File: config.mk
export PLATFORM = sky130hd
export DESIGN_NAME = dmem_port_arbiter
export DESIGN_NICKNAME = d
export VERILOG_FILES = /design/src/rtl/dmem_port_arbiter.sv
export SDC_FILE = /design/constraint.sdc
export NUM_CORES = 1
export LEC_CHECK = 0
export BUFFER_PORTS_ARGS = -buffer_cell sky130_fd_sc_hd__clkbuf_2
export CAP_MARGIN = 10
export CORE_UTILIZATION = 45
export DETAILED_ROUTE_END_ITERATION = 12
export HOLD_SLACK_MARGIN = 0.02
export PLACE_DENSITY_LB_ADDON = 0.2
export SETUP_SLACK_MARGIN = 0.1
export SLEW_MARGIN = 20
export SYNTH_ARGS = -nofsm -noshare
export SYNTH_HDL_FRONTEND = slang
export SYNTH_SLANG_ARGS = --single-unit
File: constraint.sdc
create_clock -name clk -period 3.2 [get_ports clk]
set_input_delay 0.8 -clock clk [delete_from_list [all_inputs] [get_ports clk]]
set_output_delay 0.8 -clock clk [all_outputs]
set_load 0.005 [all_outputs]
File: src/rtl/dmem_port_arbiter.sv
// ---------------------------------------------------------------------------
// dmem_port_arbiter
//
// Purpose: shares one synchronous data-memory port between the CPU load/store
// unit and an ADC capture engine. Captured samples are queued in a small FIFO
// and written into a ring buffer in data memory at BUF_BASE.
//
// Optional feature macro: DMEM_ARB_FAIRNESS_EN
//   defined   - starvation counter; a pending DMA write is forced through after
//               MAX_STALL consecutive lost arbitration cycles.
//   undefined - strict CPU priority; DMA writes only in cycles with no cpu_req.
//
// Ports:
//   clk, reset                 rising-edge clock, synchronous active-high reset
//   cpu_req/we/addr/wdata/wstrobe   CPU access request (held until granted)
//   cpu_gnt                    combinational grant, access issued this cycle
//   cpu_rvalid/cpu_rdata       load data, one cycle after a load grant
//   capture_en/adc_valid/adc_in     sample capture inputs
//   mem_en/rw/addr/wdata/wstrobe    memory port (combinational)
//   mem_rdata                  memory read data, one cycle after a read
//   fifo_level                 sample FIFO occupancy
//   wr_idx                     next ring slot to be written
//   overflow                   sticky: a sample was dropped
//   wrapped                    sticky: the ring has wrapped at least once
// ---------------------------------------------------------------------------
module dmem_port_arbiter #(
    parameter logic [31:0] BUF_BASE   = 32'h0000_0100,
    parameter int          BUF_WORDS  = 16,
    parameter int          FIFO_DEPTH = 4,
    parameter int          MAX_STALL  = 3
) (
    input  logic                          clk,
    input  logic                          reset,
    input  logic                          cpu_req,
    input  logic                          cpu_we,
    input  logic [31:0]                   cpu_addr,
    input  logic [31:0]                   cpu_wdata,
    input  logic [3:0]                    cpu_wstrobe,
    output logic                          cpu_gnt,
    output logic                          cpu_rvalid,
    output logic [31:0]                   cpu_rdata,
    input  logic                          capture_en,
    input  logic                          adc_valid,
    input  logic [31:0]                   adc_in,
    output logic                          mem_en,
    output logic                          mem_rw,
    output logic [31:0]                   mem_addr,
    output logic [31:0]                   mem_wdata,
    output logic [3:0]                    mem_wstrobe,
    input  logic [31:0]                   mem_rdata,
    output logic [$clog2(FIFO_DEPTH):0]   fifo_level,
    output logic [$clog2(BUF_WORDS)-1:0]  wr_idx,
    output logic                          overflow,
    output logic                          wrapped
);

    localparam int IDX_W = $clog2(BUF_WORDS);
    localparam int PTR_W = $clog2(FIFO_DEPTH);
    localparam int LVL_W = PTR_W + 1;

    // State
    logic [PTR_W-1:0] rd_ptr_q, rd_ptr_d;
    logic [PTR_W-1:0] wr_ptr_q, wr_ptr_d;
    logic [LVL_W-1:0] level_q, level_d;
    logic [IDX_W-1:0] wr_idx_q, wr_idx_d;
    logic             overflow_q, overflow_d;
    logic             wrapped_q, wrapped_d;
    logic             rvalid_q, rvalid_d;
    logic             capture_en_q;

    // Arbitration / FIFO control
    logic             dma_pending;
    logic             dma_wins;
    logic             cpu_wins;
    logic             sample;
    logic             fifo_full;
    logic             push;
    logic             pop;
    logic             cap_rise;
    logic [31:0]      fifo_head;
    logic [31:0]      fifo_entries [FIFO_DEPTH];

    assign dma_pending = (level_q != '0);

`ifdef DMEM_ARB_FAIRNESS_EN
    localparam int STALL_W = (MAX_STALL < 1) ? 1 : $clog2(MAX_STALL + 1);

    logic [STALL_W-1:0] stall_q, stall_d;

    // No grants are issued while reset is asserted so that nothing reaches
    // memory from a cycle whose state is about to be discarded.
    assign dma_wins = !reset && dma_pending &&
                      (!cpu_req || (stall_q == STALL_W'(MAX_STALL)));

    always_comb begin
        stall_d = stall_q;
        if (!dma_pending || dma_wins) begin
            stall_d = '0;
        end else if (stall_q != STALL_W'(MAX_STALL)) begin
            stall_d = stall_q + STALL_W'(1);
        end
    end

    always_ff @(posedge clk) begin
        if (reset) begin
            stall_q <= '0;
        end else begin
            stall_q <= stall_d;
        end
    end
`else
    assign dma_wins = !reset && dma_pending && !cpu_req;
`endif

    assign cpu_wins = !reset && cpu_req && !dma_wins;

    // Memory port mux; idle cycles drive all-zero outputs.
    always_comb begin
        mem_en      = 1'b0;
        mem_rw      = 1'b0;
        mem_addr    = '0;
        mem_wdata   = '0;
        mem_wstrobe = '0;
        if (cpu_wins) begin
            mem_en      = 1'b1;
            mem_rw      = cpu_we;
            mem_addr    = cpu_addr;
            mem_wdata   = cpu_wdata;
            mem_wstrobe = cpu_wstrobe;
        end else if (dma_wins) begin
            mem_en      = 1'b1;
            mem_rw      = 1'b1;
            mem_addr    = BUF_BASE + {{(30 - IDX_W){1'b0}}, wr_idx_q, 2'b00};
            mem_wdata   = fifo_head;
            mem_wstrobe = 4'hF;
        end
    end

    assign cpu_gnt    = cpu_wins;
    assign cpu_rvalid = rvalid_q;
    assign cpu_rdata  = rvalid_q ? mem_rdata : '0;

    // Sample FIFO: one register per entry, head read combinationally so the
    // DMA write can be issued in the same cycle it wins arbitration.
    genvar gi;
    generate
        for (gi = 0; gi < FIFO_DEPTH; gi++) begin : g_fifo
            logic [31:0] entry_q;
            always_ff @(posedge clk) begin
                if (push && (wr_ptr_q == PTR_W'(gi))) begin
                    entry_q <= adc_in;
                end
            end
            assign fifo_entries[gi] = entry_q;
        end
    endgenerate

    assign fifo_head = fifo_entries[rd_ptr_q];
    assign sample    = capture_en && adc_valid;
    assign fifo_full = (level_q == LVL_W'(FIFO_DEPTH));
    assign pop       = dma_wins;
    // A full FIFO still accepts a sample when the head leaves in the same cycle.
    assign push      = sample && (!fifo_full || pop);
    assign cap_rise  = capture_en && !capture_en_q;

    always_comb begin
        rd_ptr_d   = rd_ptr_q;
        wr_ptr_d   = wr_ptr_q;
        level_d    = level_q;
        wr_idx_d   = wr_idx_q;
        overflow_d = overflow_q;
        wrapped_d  = wrapped_q;
        rvalid_d   = cpu_wins && !cpu_we;

        if (push) begin
            wr_ptr_d = wr_ptr_q + PTR_W'(1);
        end
        if (pop) begin
            rd_ptr_d = rd_ptr_q + PTR_W'(1);
        end
        if (push && !pop) begin
            level_d = level_q + LVL_W'(1);
        end else if (!push && pop) begin
            level_d = level_q - LVL_W'(1);
        end

        if (sample && fifo_full && !pop) begin
            overflow_d = 1'b1;
        end

        // A fresh capture session restarts the ring only when nothing stale
        // is queued; otherwise leftovers keep draining contiguously.
        if (cap_rise && !dma_pending) begin
            wr_idx_d = '0;
        end else if (pop) begin
            wr_idx_d = wr_idx_q + IDX_W'(1);
            if (wr_idx_q == IDX_W'(BUF_WORDS - 1)) begin
                wrapped_d = 1'b1;
            end
        end
    end

    always_ff @(posedge clk) begin
        if (reset) begin
            rd_ptr_q     <= '0;
            wr_ptr_q     <= '0;
            level_q      <= '0;
            wr_idx_q     <= '0;
            overflow_q   <= 1'b0;
            wrapped_q    <= 1'b0;
            rvalid_q     <= 1'b0;
            capture_en_q <= 1'b0;
        end else begin
            rd_ptr_q     <= rd_ptr_d;
            wr_ptr_q     <= wr_ptr_d;
            level_q      <= level_d;
            wr_idx_q     <= wr_idx_d;
            overflow_q   <= overflow_d;
            wrapped_q    <= wrapped_d;
            rvalid_q     <= rvalid_d;
            capture_en_q <= capture_en;
        end
    end

    assign fifo_level = level_q;
    assign wr_idx     = wr_idx_q;
    assign overflow   = overflow_q;
    assign wrapped    = wrapped_q;

endmodule

==> results.cfg <==
[outcome]
run_status = finished clean

[synthesis]
ys_warn_count = 0
synth_top_family_by_area = multiplexers
synth.top_cell.area_share_pct = 62.3
synth.cell_area_sq_um = 6170
yosys-mux-area-fraction_pct = 12.3
postSynth.asyncResetShare_pct = 0
synth-main-ff-cell = edfxtp_1
yosys.cell_count.top_type = edfxtp_1
post_synth_most_frequent_cells = 128 x edfxtp_1, 64 x and2_1, 36 x a22o_1
synthCells = 376
synth_area_leader_cell = edfxtp_1
synth_edf_count = 128
mappedNetlistNets = 521
synth.avg_cell_area_sq_um = 16.4
yosys.cell_types.count = 33
yosysSeqAreaShare_pct = 67.1
synth-compound-area-share_pct = 6.75
synth-adder-area-share_pct = 1.54
synth.area.top_cells = edfxtp_1 62%, mux4_2 12%, and2_1 6.5%, a22o_1 5.1%, dfxtp_1 4.9%
synth-xor-area-share_pct = 0.284
yosys.area_share.simple_pct = 9.79
ys_seq_elements = 143

[finish]
area_of_the_multi_input_gates_sq_um = 1920
design.final.nets = 777
seq_area_sq_um = 4150
num-fill-cells = 1023
layout-area-overhead-vs-synth_pct = 34.5
final_layout_size_suffix_gt1_share_pct = 52.2

[worst_setup_path]
worst-endpoint-arrival_ns = 2.07
regToRegStartpoint = fifo_level[2]
cp_data_required_time_ns = 2.40
cp-startpoint = fifo_level[2]
worst-setup-path-type = register to output port
startpoint_type = register
timing.critical_path.to = mem_wdata[5]
reg2reg_depth = 9
worstPathMaxFanout = 32
setup.worst_path.end_class = output port
worst-r2r-setup-slack_ns = 0.61
worst_reg2reg_endpoint = fifo_level[2]

[pwr]
power.total_mw = 4.78
irDropWorstVdd_mv = 0.426
power-per-cell-area_nw_per_um2 = 576
p_leak_nw = 3.42

[clocking]
max-clock-path-buffers = 2
tritoncts_clock_tree = yes
clkLatencyLatePin_ns = 0.41
cts_setup_buffers = 0
cts_inserted_buffers = 17
cts.sinks = 143
clkSlewWorstSetupHoldPaths_ns = 0.06
root_driver = clkbuf_16
cts_max_level = 4

[sta]
finalWorstPathRequiredPeriod_ns = 2.87
timing.clock.skew_ns = 0.00428
fin_tns_setup_ns = 0
timing_max_transition_violations_final = 0
timing_limited_maximum_frequency_mhz = 349
finalCritPeriodShare_pct = 89.6
layout_setup_ws_ns = 0.331
timing.final.hold_violations = 0
setup_viol_count_final = 0
tightest_slew_ns = 0.677
slew-limit-headroom_pct = 54.8
grt_setup_unrepaired = no

[grt]
antenna_found_initial = 1
grt_start_max_net_pins = 50
first_pass_grt_wire_length_mm = 23.4
grt_util_all_layers_pct = 22.6
overflow_left_after_global_routing = 0
grt_pass1_vias = 4363

[floorplanning]
placeableCoreArea_sq_um = 13300
die-width_um = 119
design.portCount = 251
die_height_um = 119
initial_core_util_pct = 46.4
die_area_sq_um = 14200
rows = 42

[routing]
detail_route.drc_violations = 0
drt_first_iter_violations = 322
drt_total_wl_mm = 15.1
antenna_left = 0
drt-wirelength-per-cell_um = 18.4
first_pass_iteration_count_of_the_detailed_router = 6
vias = 4229
routed_via_density = 5.14

[place]
final_weighted_congestion_in_routability_driven_placement = 0.860
dp_hpwl_mm = 11.1
place_worst_setup_slack_ns = 0.351
port-buffer-count = 250

[job]
cap_viol_max_count = 0

[hold_path]
hold_path.class = register to register
[timing repair]
action / in CTS / in global routing
resized for setup: 1 / 0
hold buffers: 0 / 0
setup endpoints to repair: 32 / 0
endpoints found under the hold margin: 0 / 0
[registers in the layout (all words and copies together) (netlist names)]
name / count
capture_en_q: 1
cpu_rvalid: 1
fifo_level: 3
g_fifo.entry_q: 128
overflow: 1
rd_ptr_q: 2
wr_idx: 4
wr_ptr_q: 2
wrapped: 1
[power breakdown]
group	internal (mW)	leakage, nW	total (mW)	switching (mW)
Clock	1.13	0.270	1.84	0.711
Combinational	0.394	1.86	0.777	0.383
Sequential	2.11	1.29	2.17	0.0521
[worst min path at each step]
stage / from / to / slack (ns) / cells past startpoint
6_report: wrapped / wrapped / 0.49 / 2
3_3_place_gp: wrapped / wrapped / 0.47 / 2
3_5_place_dp: wrapped / wrapped / 0.48 / 2
5_1_grt: overflow / overflow / 0.54 / 2
4_1_cts: wrapped / wrapped / 0.49 / 2
2_1_floorplan: wrapped / wrapped / 0.46 / 2
[stage by stage]
step | cell area [sq um] | hold WS, ns | std cells | utilization [%]
final | 8300 | 0.493 | 822 | 62.4
after global routing | 8300 | 0.542 | 822 | 62.4
after CTS | 8300 | 0.494 | 821 | 62.4
after detailed placement | 7730 | 0.477 | 789 | 58.1
after global placement | 7730 | 0.471 | 789 | 58.1
after floorplan | 6170 | 0.461 | 376 | -
[layout by cell type, fill, tap and decap left out, drive strengths merged, types with 3 or more instances in the layout]
master,instances
edfxtp,128
dfxtp,15
nand3,3
nand2,13
ha,6
clkinv,4
nor2,9
nor2b,3
a21oi,6
or3,4
inv,7
mux2i,3
nand2b,4
clkbuf,273
o21ai,4
and2,64
buf,12
clkinvlp,3
a22o,36
mux4,32
[routing by layer]
| layer | global-route usage [%] | share of wire [%] |
|---|---|---|
| met1 | 25.3 | 37 |
| met2 | 39.5 | 53 |
| met3 | 6.03 | 6.2 |
| met4 | 11.9 | 3.8 |
| met5 | 0 | 0 |
[logic make-up (layout without fill, tap and decap cells)]
logic type / Yosys count / after routing
XOR/XNOR: 2 / 2
AO/OA/AOI/OAI: 52 / 52
buffers and inverters: 31 / 300
flip-flops: 143 / 143
AND/OR/NAND/NOR: 105 / 105
adder cells (fa/ha/maj): 7 / 7
multiplexers: 36 / 36
other: 0 / 1
[critical path: stages (launching register included)]
cell and delay [ns]:
dfxtp_1 0.37, nor3_2 0.60, nor2_4 0.14, buf_12 0.22, a22o_1 0.20, clkbuf_2 0.11
[final cells by class]
type,count,share of cell area (%)
Antenna cell,1,0.0301
Clock inverter,9,1.02
Clock buffer,23,5.76
Tap cell,176,2.65
Sequential cell,143,49.9
Inverter,6,0.271
Multi-Input combinational cell,202,23.1
Timing Repair Buffer,262,17.2
Power figures use the tool's default switching activity.
